==> src/rtl/iir_pkg.sv <==
// iir_pkg: shared widths, saturation limits and the saturating round used by the IIR cascade
package iir_pkg;
  localparam int DW = 24;
  localparam int GW = 16;
  localparam int GFRAC = 14;
  localparam int PW = DW + GW;
  localparam logic signed [PW-1:0] RND = PW'(1) << (GFRAC - 1);
  localparam logic signed [DW-1:0] SAT_MAX = {1'b0, {(DW-1){1'b1}}};
  localparam logic signed [DW-1:0] SAT_MIN = {1'b1, {(DW-1){1'b0}}};
  typedef struct packed {
    logic [DW-1:0] data;
    logic sat;
  } rnd_t;
  function automatic rnd_t sat_round(input logic signed [PW-1:0] p);
    logic signed [PW-1:0] r;
    logic ok;
    r = (p + RND) >>> GFRAC;
    // the value fits in DW bits only when everything above the DW sign bit is sign extension
    ok = (r[PW-1:DW-1] == '0) || (r[PW-1:DW-1] == '1);
    return '{data: ok ? r[DW-1:0] : (r[PW-1] ? SAT_MIN : SAT_MAX), sat: !ok};
  endfunction
endpackage

==> src/rtl/iir_out_buffer_if.sv <==
// iir_out_buffer_if: valid/ready sample stream leaving the IIR output buffer
interface iir_out_buffer_if;
  import iir_pkg::*;
  logic [DW-1:0] m_data;
  logic m_valid;
  logic m_ready;
  modport master(output m_data, m_valid, input m_ready);
  modport slave(input m_data, m_valid, output m_ready);
endinterface

==> src/rtl/iir_sync_fifo.sv <==
// iir_sync_fifo: single-clock FIFO with occupancy count and synchronous flush
module iir_sync_fifo #(
  parameter int DW = 24,
  parameter int DEPTH = 16,
  localparam int AW = $clog2(DEPTH)
) (
  input  logic          clk,
  input  logic          rst_n,
  input  logic          clr,
  input  logic          wr_en,
  input  logic [DW-1:0] wr_data,
  input  logic          rd_en,
  output logic [DW-1:0] rd_data,
  output logic          full,
  output logic          empty,
  output logic [AW:0]   fill
);
  logic [DW-1:0] mem [DEPTH];
  logic [AW-1:0] wp, rp;
  assign rd_data = mem[rp];
  assign full = fill == (AW+1)'(DEPTH);
  assign empty = fill == '0;
  always_ff @(posedge clk or negedge rst_n)
    if (!rst_n) begin
      mem <= '{default: '0};
      wp <= '0;
      rp <= '0;
      fill <= '0;
    end else if (clr) begin
      wp <= '0;
      rp <= '0;
      fill <= '0;
    end else begin
      if (wr_en) begin
        mem[wp] <= wr_data;
        wp <= wp + 1'b1;
      end
      if (rd_en) rp <= rp + 1'b1;
      fill <= fill + (AW+1)'(wr_en) - (AW+1)'(rd_en);
    end
endmodule

==> src/rtl/iir_out_buffer.sv <==
// iir_out_buffer: gain, round and saturate the cascade output, then buffer it behind a valid/ready port
module iir_out_buffer
  import iir_pkg::*;
#(
  parameter int DEPTH = 16,
  localparam int AW = $clog2(DEPTH)
) (
  input  logic                 clk,
  input  logic                 rst_n,
  input  logic                 clr,
  input  logic signed [DW-1:0] data_in,
  input  logic                 data_valid_in,
  input  logic signed [GW-1:0] gain,
  iir_out_buffer_if.master     m,
  output logic [AW:0]          fill,
  output logic [15:0]          ovf_cnt,
  output logic [15:0]          sat_cnt,
  output logic                 ovf_flag
);
  logic signed [PW-1:0] p;
  logic v1, full, empty, rd, wr, drop;
  rnd_t r;
  assign r = sat_round(p);
  assign rd = m.m_valid && m.m_ready;
  // a full FIFO still takes the sample when a pop frees the slot on the same edge
  assign wr = v1 && (!full || rd);
  assign drop = v1 && full && !rd;
  assign m.m_valid = !empty;
  always_ff @(posedge clk or negedge rst_n)
    if (!rst_n) begin
      p <= '0;
      v1 <= 1'b0;
      ovf_cnt <= '0;
      sat_cnt <= '0;
      ovf_flag <= 1'b0;
    end else if (clr) begin
      v1 <= 1'b0;
      ovf_cnt <= '0;
      sat_cnt <= '0;
      ovf_flag <= 1'b0;
    end else begin
      v1 <= data_valid_in;
      if (data_valid_in) p <= PW'(data_in) * PW'(gain);
      ovf_cnt <= ovf_cnt + 16'(drop && ovf_cnt != 16'hFFFF);
      sat_cnt <= sat_cnt + 16'(v1 && r.sat && sat_cnt != 16'hFFFF);
      ovf_flag <= ovf_flag | drop;
    end
  iir_sync_fifo #(.DW(DW), .DEPTH(DEPTH)) u_fifo (
    .clk(clk),
    .rst_n(rst_n),
    .clr(clr),
    .wr_en(wr),
    .wr_data(r.data),
    .rd_en(rd),
    .rd_data(m.m_data),
    .full(full),
    .empty(empty),
    .fill(fill)
  );
endmodule
==> src/flat_wrapper.sv <==
// flat-port wrapper written by rule: the top's interface ports become plain ports
module iir_out_buffer_flat import iir_pkg::*;
#(
  parameter int DEPTH = 16,
  localparam int AW = $clog2(DEPTH)
)
  (clk, rst_n, clr, data_in, data_valid_in, gain, fill, ovf_cnt, sat_cnt, ovf_flag, m_m_data, m_m_valid, m_m_ready);
  iir_out_buffer_if m_i ();
  input  logic clk;
  input  logic rst_n;
  input  logic clr;
  input  logic signed [DW-1:0] data_in;
  input  logic data_valid_in;
  input  logic signed [GW-1:0] gain;
  output logic [AW:0] fill;
  output logic [15:0] ovf_cnt;
  output logic [15:0] sat_cnt;
  output logic ovf_flag;
  output wire logic [$bits(m_i.m_data)-1:0] m_m_data;
  output wire logic [$bits(m_i.m_valid)-1:0] m_m_valid;
  input wire logic [$bits(m_i.m_ready)-1:0] m_m_ready;
  assign m_m_data = m_i.m_data;
  assign m_m_valid = m_i.m_valid;
  assign m_i.m_ready = m_m_ready;
  iir_out_buffer #(.DEPTH(DEPTH)) u_core (.clk(clk), .rst_n(rst_n), .clr(clr), .data_in(data_in), .data_valid_in(data_valid_in), .gain(gain), .m(m_i), .fill(fill), .ovf_cnt(ovf_cnt), .sat_cnt(sat_cnt), .ovf_flag(ovf_flag));
endmodule
==> config.mk <==
export PLATFORM = sky130hd
export DESIGN_NAME = iir_out_buffer_flat
export DESIGN_NICKNAME = d
export VERILOG_FILES = /design/src/rtl/iir_pkg.sv /design/src/rtl/iir_out_buffer_if.sv /design/src/rtl/iir_sync_fifo.sv /design/src/rtl/iir_out_buffer.sv /design/src/flat_wrapper.sv
export SDC_FILE = /design/constraint.sdc
export NUM_CORES = 2
export LEC_CHECK = 0
export BUFFER_PORTS_ARGS = -buffer_cell sky130_fd_sc_hd__buf_4
export CORE_ASPECT_RATIO = 0.7
export CORE_MARGIN = 2
export CORE_UTILIZATION = 45
export DETAILED_ROUTE_END_ITERATION = 7
export GPL_TIMING_DRIVEN = 0
export PLACE_DENSITY = 0.65
export SLEW_MARGIN = 25
export SYNTH_ARGS = -nofsm -noshare
export SYNTH_HDL_FRONTEND = slang
export SYNTH_SLANG_ARGS = --single-unit
==> constraint.sdc <==
create_clock -name clk -period 4.72 [get_ports clk]
set_clock_uncertainty 0.05 [all_clocks]
set_input_delay 0.944 -clock clk [delete_from_list [all_inputs] [get_ports clk]]
set_output_delay 0.944 -clock clk [all_outputs]
set_load 0.005 [all_outputs]
# After elaboration in Yosys (flattened, before gate mapping)

Cells that the tools add are included.

Add/sub/neg operators: 7
Multiply operators: 1
Order comparisons: 3
Equality and inequality tests: 4
Mux-type cells: 17
Bitwise operators: 4
Reduce and logical (&&, ||, !) cells: 20

Operator list:

| kind                                                                          | number |
|---|---|
| 384-bit bitwise mux                                                           | 1 |
| 24-bit 2-to-1 mux                                                             | 5 |
| 24-bit binary-select mux with 4-bit select                                    | 1 |
| 24-bit demux with 4-bit select                                                | 1 |
| 40-bit by 15-bit adder with 40-bit output (second input constant)             | 1 |
| 24-bit by 16-bit multiplier with 40-bit output                                | 1 |
| 16-bit by 1-bit adder with 16-bit output                                      | 2 |
| 16-bit 2-to-1 mux                                                             | 2 |
| 16-bit != test (second input constant)                                        | 2 |
| 17-bit equality test (second input constant)                                  | 1 |
| 17-bit zero test                                                              | 1 |
| 4-bit 2-to-1 mux                                                              | 4 |
| 5-bit greater-or-equal comparator (second input constant)                     | 2 |
| 4-bit NOT with 5-bit output                                                   | 2 |
| 4-bit by 1-bit adder with 4-bit output (second input constant)                | 2 |
| 1-bit logical AND                                                             | 8 |
| 5-bit by 1-bit adder with 5-bit output                                        | 1 |
| 5-bit equality test (second input constant)                                   | 1 |
| 5-bit zero test                                                               | 1 |
| 5-bit by 1-bit less-than comparator with 1-bit output (second input constant) | 1 |
| 5-bit 2-to-1 mux                                                              | 1 |
| 5-bit by 1-bit subtractor with 5-bit output                                   | 1 |
| 1-bit zero test                                                               | 4 |
| 2-bit AND reduction                                                           | 2 |
| 5 further kinds                                                               | 8 |

Bits in registers: 471
Input bits: 45
Output and inout bits: 63

# Longest topological paths before layout

Word-level depth: 8
Depth in mapped cells: 23
Mapped depth without buffers: 22

# Cells and area by module

From an unflattened synthesis, not the netlist that was laid out.

Cells, all modules: 3025
Area, all modules: 34797.1 um2

Modules (own cells, without submodules):

| module         | instances | cells each | area an instance (um2) | sequential area each (um2) |
|---|---|---|---|---|
| iir_sync_fifo  | 1         | 1129       | 17963.5                | 9934.5 |
| iir_out_buffer | 1         | 1896       | 16833.6                | 1526.5 |

# Least setup slack after synthesis

OpenSTA, ideal clock, no wires.

Path kind: input -> register
Start: input gain[4]
End: register u_core.p[39]
Arrival: 6397 ps
Path slack: -1864 ps
Cell stages on the path: 17
Cells stage by stage: clkbuf_1 > nand2_1 > fa_1 > inv_1 > fa_1 > fa_1 > fa_1 > fa_1 > fa_1 > ha_1 > a21oi_1 > o21ai_0 > or4_1 > a41oi_1 > inv_1 > o311ai_0 > nand3_1

Word-level cells in the longest chain between the ends: 1

RTL lines:

| element                                        | line                 | source |
|---|---|---|
| from (decl)                                    | flat_wrapper.sv:14   | `input logic signed [GW-1:0] gain;` |
| 24-bit by 16-bit multiplier with 40-bit output | iir_out_buffer.sv:43 | `if (data_valid_in) p <= PW'(data_in) * PW'(gain);` |
| to (signal assigned)                           | iir_out_buffer.sv:43 |  |
| to (decl)                                      | iir_out_buffer.sv:20 | `logic signed [PW-1:0] p;` |

No other way between the ends.
A chain may end at the register's enable or synchronous reset.

# Final worst setup path

Start: input gain[5]
End: register u_core.p[38]

Same word-level chain as after synthesis.

==> flow_summary.json <==
{
  "met2WireLength_mm": 40.8,
  "seq_area_frac_synth_pct": 33.4,
  "h-tree-depth": 2,
  "critical_path_class": "primary input to flop",
  "die_area_mm2": 0.0784,
  "synth.cell_area_mm2": 0.0343,
  "synth_top_area_cell": "dfrtp_1",
  "clk_path_buf_depth": 3,
  "drc": 0,
  "antenna_found_initial": 6,
  "via_per_inst": 5.54,
  "grt_util_all_layers_pct": 25.6,
  "crit_slowest_cell": "fa_2",
  "relSlewSlack_pct": 34.2,
  "cts_buffers": 42,
  "dp_hpwl_mm": 75.2,
  "initial_utilization_pct": 45.5,
  "finalHoldViolations": 0,
  "gp_congestion": 0.919,
  "antenna_cells": 0,
  "startpoint_type": "primary input",
  "port_buffers": 107,
  "outcome": "finished with violations",
  "yosys.cell_types.count": 61,
  "wl_mm": 99.3,
  "synth_edf_count": 0,
  "worst_slack_ns": -1.41,
  "ios": 108,
  "num_vias": 25870,
  "die_h_um": 235,
  "grt_pass1_vias": 25619,
  "wl_per_cell_um": 21.3,
  "crit_top_cell": "fa_2",
  "crit_buf_inv": 8,
  "fmax_mhz": 163,
  "numClockSinks": 458,
  "ys_top_cells_by_area": "dfrtp_1 (33%), fa_1 (22%), mux4_2 (7.9%)",
  "yosys_warnings": 0,
  "yosysTopAreaCellShare_pct": 33.4,
  "final.setup.tns_ns": -31.19,
  "syn_inst": 3391,
  "top_layer": "met5",
  "synth_seq_cells": 458,
  "slowest_delay_ns": 0.53,
  "grt_pass1_wl_mm": 154,
  "std_cell_rows": 84,
  "violations": "negative setup slack",
  "r2r_start": "u_core.p[13]$_DFFE_PN0P_",
  "finalCritPeriodShare_pct": 130,
  "path_clk_slew_ns": 0.07,
  "cp_max_fo": 6,
  "final-setup-viol-count": 27,
  "regToRegSetupSlack_ns": 0.62,
  "drt_iter0_markers": 2609,
  "cp_top_family": "adder cells",
  "tightest_slew_ns": 0.980,
  "drt-pass1-iter-count": 5,
  "cts-hold-fix-buffers": 0,
  "die_x_um": 334,
  "rsz0062_at_grt": "true",
  "nets": 4176,
  "drive_gt1_share_pct": 18.2,
  "synth-main-ff-cell": "dfrtp_1",
  "drt-met1-wl_mm": 45.9,
  "worstPathCellList": "buf_8, clkbuf_16, buf_12, and2_4, fa_2, inv_2, fa_2, fa_2, inv_2, fa_2, fa_1, inv_1, fa_1, inv_1, ha_4, a21o_1, a21o_1, nor3_4, nand3_4, a211oi_4, buf_6, o2111a_1, a221o_1",
  "syn_to_final_growth_pct": 18.8,
  "core_area_mm2": 0.0753,
  "async_flop_share_pct": 100,
  "met3_length_mm": 10.6,
  "hold_class": "primary input to asynchronous set/reset pin",
  "grt_overflow": 0,
  "cp.arrival_ns": 6.59,
  "antenna_left": 0,
  "syn_area_per_cell_um2": 10.1,
  "period_needed_ns": 6.13,
  "grt_max_degree": 92,
  "max-cap-violations": 0,
  "cts_root_buf": "clkbuf_16",
  "rr_worst_depth": 15,
  "clkLatencyLatePin_ns": 0.58,
  "r2r_end": "u_core.sat_cnt[9]$_DFF_PN0_",
  "tritoncts": "done",
  "synth_nets": 3921,
  "endpoint_kind": "flop",
  "final_max_slew_viol_count": 0,
  "critPathRequiredTime_ns": 5.18
}
final cells by class:
| class | count | area (um^2) |
|---|---|---|
| fillers | 6588 | 34600 |
| multi-input cells | 2262 | 20900 |
| flip-flops and latches | 458 | 11500 |
| repair buffers | 211 | 2110 |
| plain buffers | 213 | 1810 |
| inverters | 458 | 1720 |
| well taps | 989 | 1240 |
| clock buffers | 58 | 1200 |
| clock inverters | 19 | 211 |
how the worst max path moves through the flow:
stage,start,end,slack [ns],depth (start not counted)
2_1_floorplan,data_in[23],u_core.p[39]$_DFFE_PN0P_,-1.53,17
3_3_place_gp,gain[10],u_core.p[38]$_DFFE_PN0P_,-2.64,20
3_5_place_dp,gain[12],u_core.p[36]$_DFFE_PN0P_,-2.62,20
4_1_cts,gain[5],u_core.p[38]$_DFFE_PN0P_,-1.35,21
5_1_grt,gain[5],u_core.p[38]$_DFFE_PN0P_,-1.51,23
6_report,gain[5],u_core.p[38]$_DFFE_PN0P_,-1.41,23
cells in the final DEF, fill, tap and decap left out, types with 23 or more instances in the layout:
master and instances:
nand2_1 632, buf_6 47, dfrtp_1 458, and2_1 146, clkbuf_16 69, a21oi_4 28, inv_1 438, mux4_2 120
o21ai_0 202, ha_1 92, xnor2_1 36, nor2_1 67, xor2_1 30, fa_1 356, buf_12 23, nand3_1 41
o21ai_1 213, a21oi_1 31, clkbuf_1 121, buf_4 158
logic make-up after synthesis:
| logic type | synth area share, % |
|---|---|
| adders and majority gates | 25.9 |
| AOI/OAI and AO/OA | 9.25 |
| buffers and inverters | 7.89 |
| DFF | 33.4 |
| muxes | 7.92 |
| and+or+nand+nor | 13.8 |
| xor gates and xnor gates | 1.84 |
metrics by stage:
| step | std cells | hold slack [ns] | utilization, % | cell area, um^2 | setup WS (ns) |
|---|---|---|---|---|---|
| final | 4668 | 0.323 | 54.1 | 40700 | -1.41 |
| after CTS | 4628 | 0.340 | 53.1 | 40000 | -1.35 |
| after floorplan | 3391 | 0.395 | - | 34800 | -1.53 |
| after global routing | 4668 | 0.377 | 54.1 | 40700 | -1.51 |
| after detailed placement | 4492 | 0.416 | 49.2 | 37000 | -2.62 |
| after global placement | 4487 | 0.406 | 49.0 | 36900 | -2.64 |
what timing repair did:
item,4_1_cts,5_1_grt
hold endpoints to repair,0,0
gates resized for setup,248,115
setup buffers,58,39
gates cloned,1,1
pin swaps,77,68
endpoints found under the setup margin,45,27
Yosys cell counts, types with 47 or more instances:
| library cell | n |
|---|---|
| and2_1 | 159 |
| fa_1 | 374 |
| clkbuf_1 | 170 |
| nor2_1 | 77 |
| inv_1 | 458 |
| nand2_1 | 650 |
| o21ai_1 | 197 |
| o21ai_0 | 221 |
| ha_1 | 111 |
| mux4_2 | 120 |
| nand3_1 | 47 |
| dfrtp_1 | 458 |
worst register-to-register path, stage by stage, from the launching register on:
cell      delay [ns]
dfrtp_1         0.42
ha_1            0.22
nand2_1         0.19
nor4_4          0.59
and2_1          0.23
and3_2          0.26
a21o_4          0.20
buf_6           0.23
inv_1           0.07
a21oi_1         0.14
ha_1            0.21
nand3_1         0.19
or2_2           0.32
clkbuf_1        0.19
or3_1           0.35
a21oi_1         0.16
routing by layer:
| layer | global-route usage [%] | up-vias |
|---|---|---|
| met5 | 1.03 | - |
| met3 | 7.63 | 135 |
| met2 | 34.6 | 1048 |
| met1 | 40.5 | 13288 |
| met4 | 4.56 | 6 |
| li1 | - | 11393 |
flip-flops by register name, indices dropped and copies added, names as in the netlist:
name                cells
u_core.ovf_cnt         16
u_core.ovf_flag         1
u_core.p               27
u_core.sat_cnt         16
u_core.u_fifo.fill      5
u_core.u_fifo.mem     384
u_core.u_fifo.rp        4
u_core.u_fifo.wp        4
u_core.v1               1
Power is not shown: default switching activity piles up to over one toggle a cycle in this logic, so the estimate is an artifact.
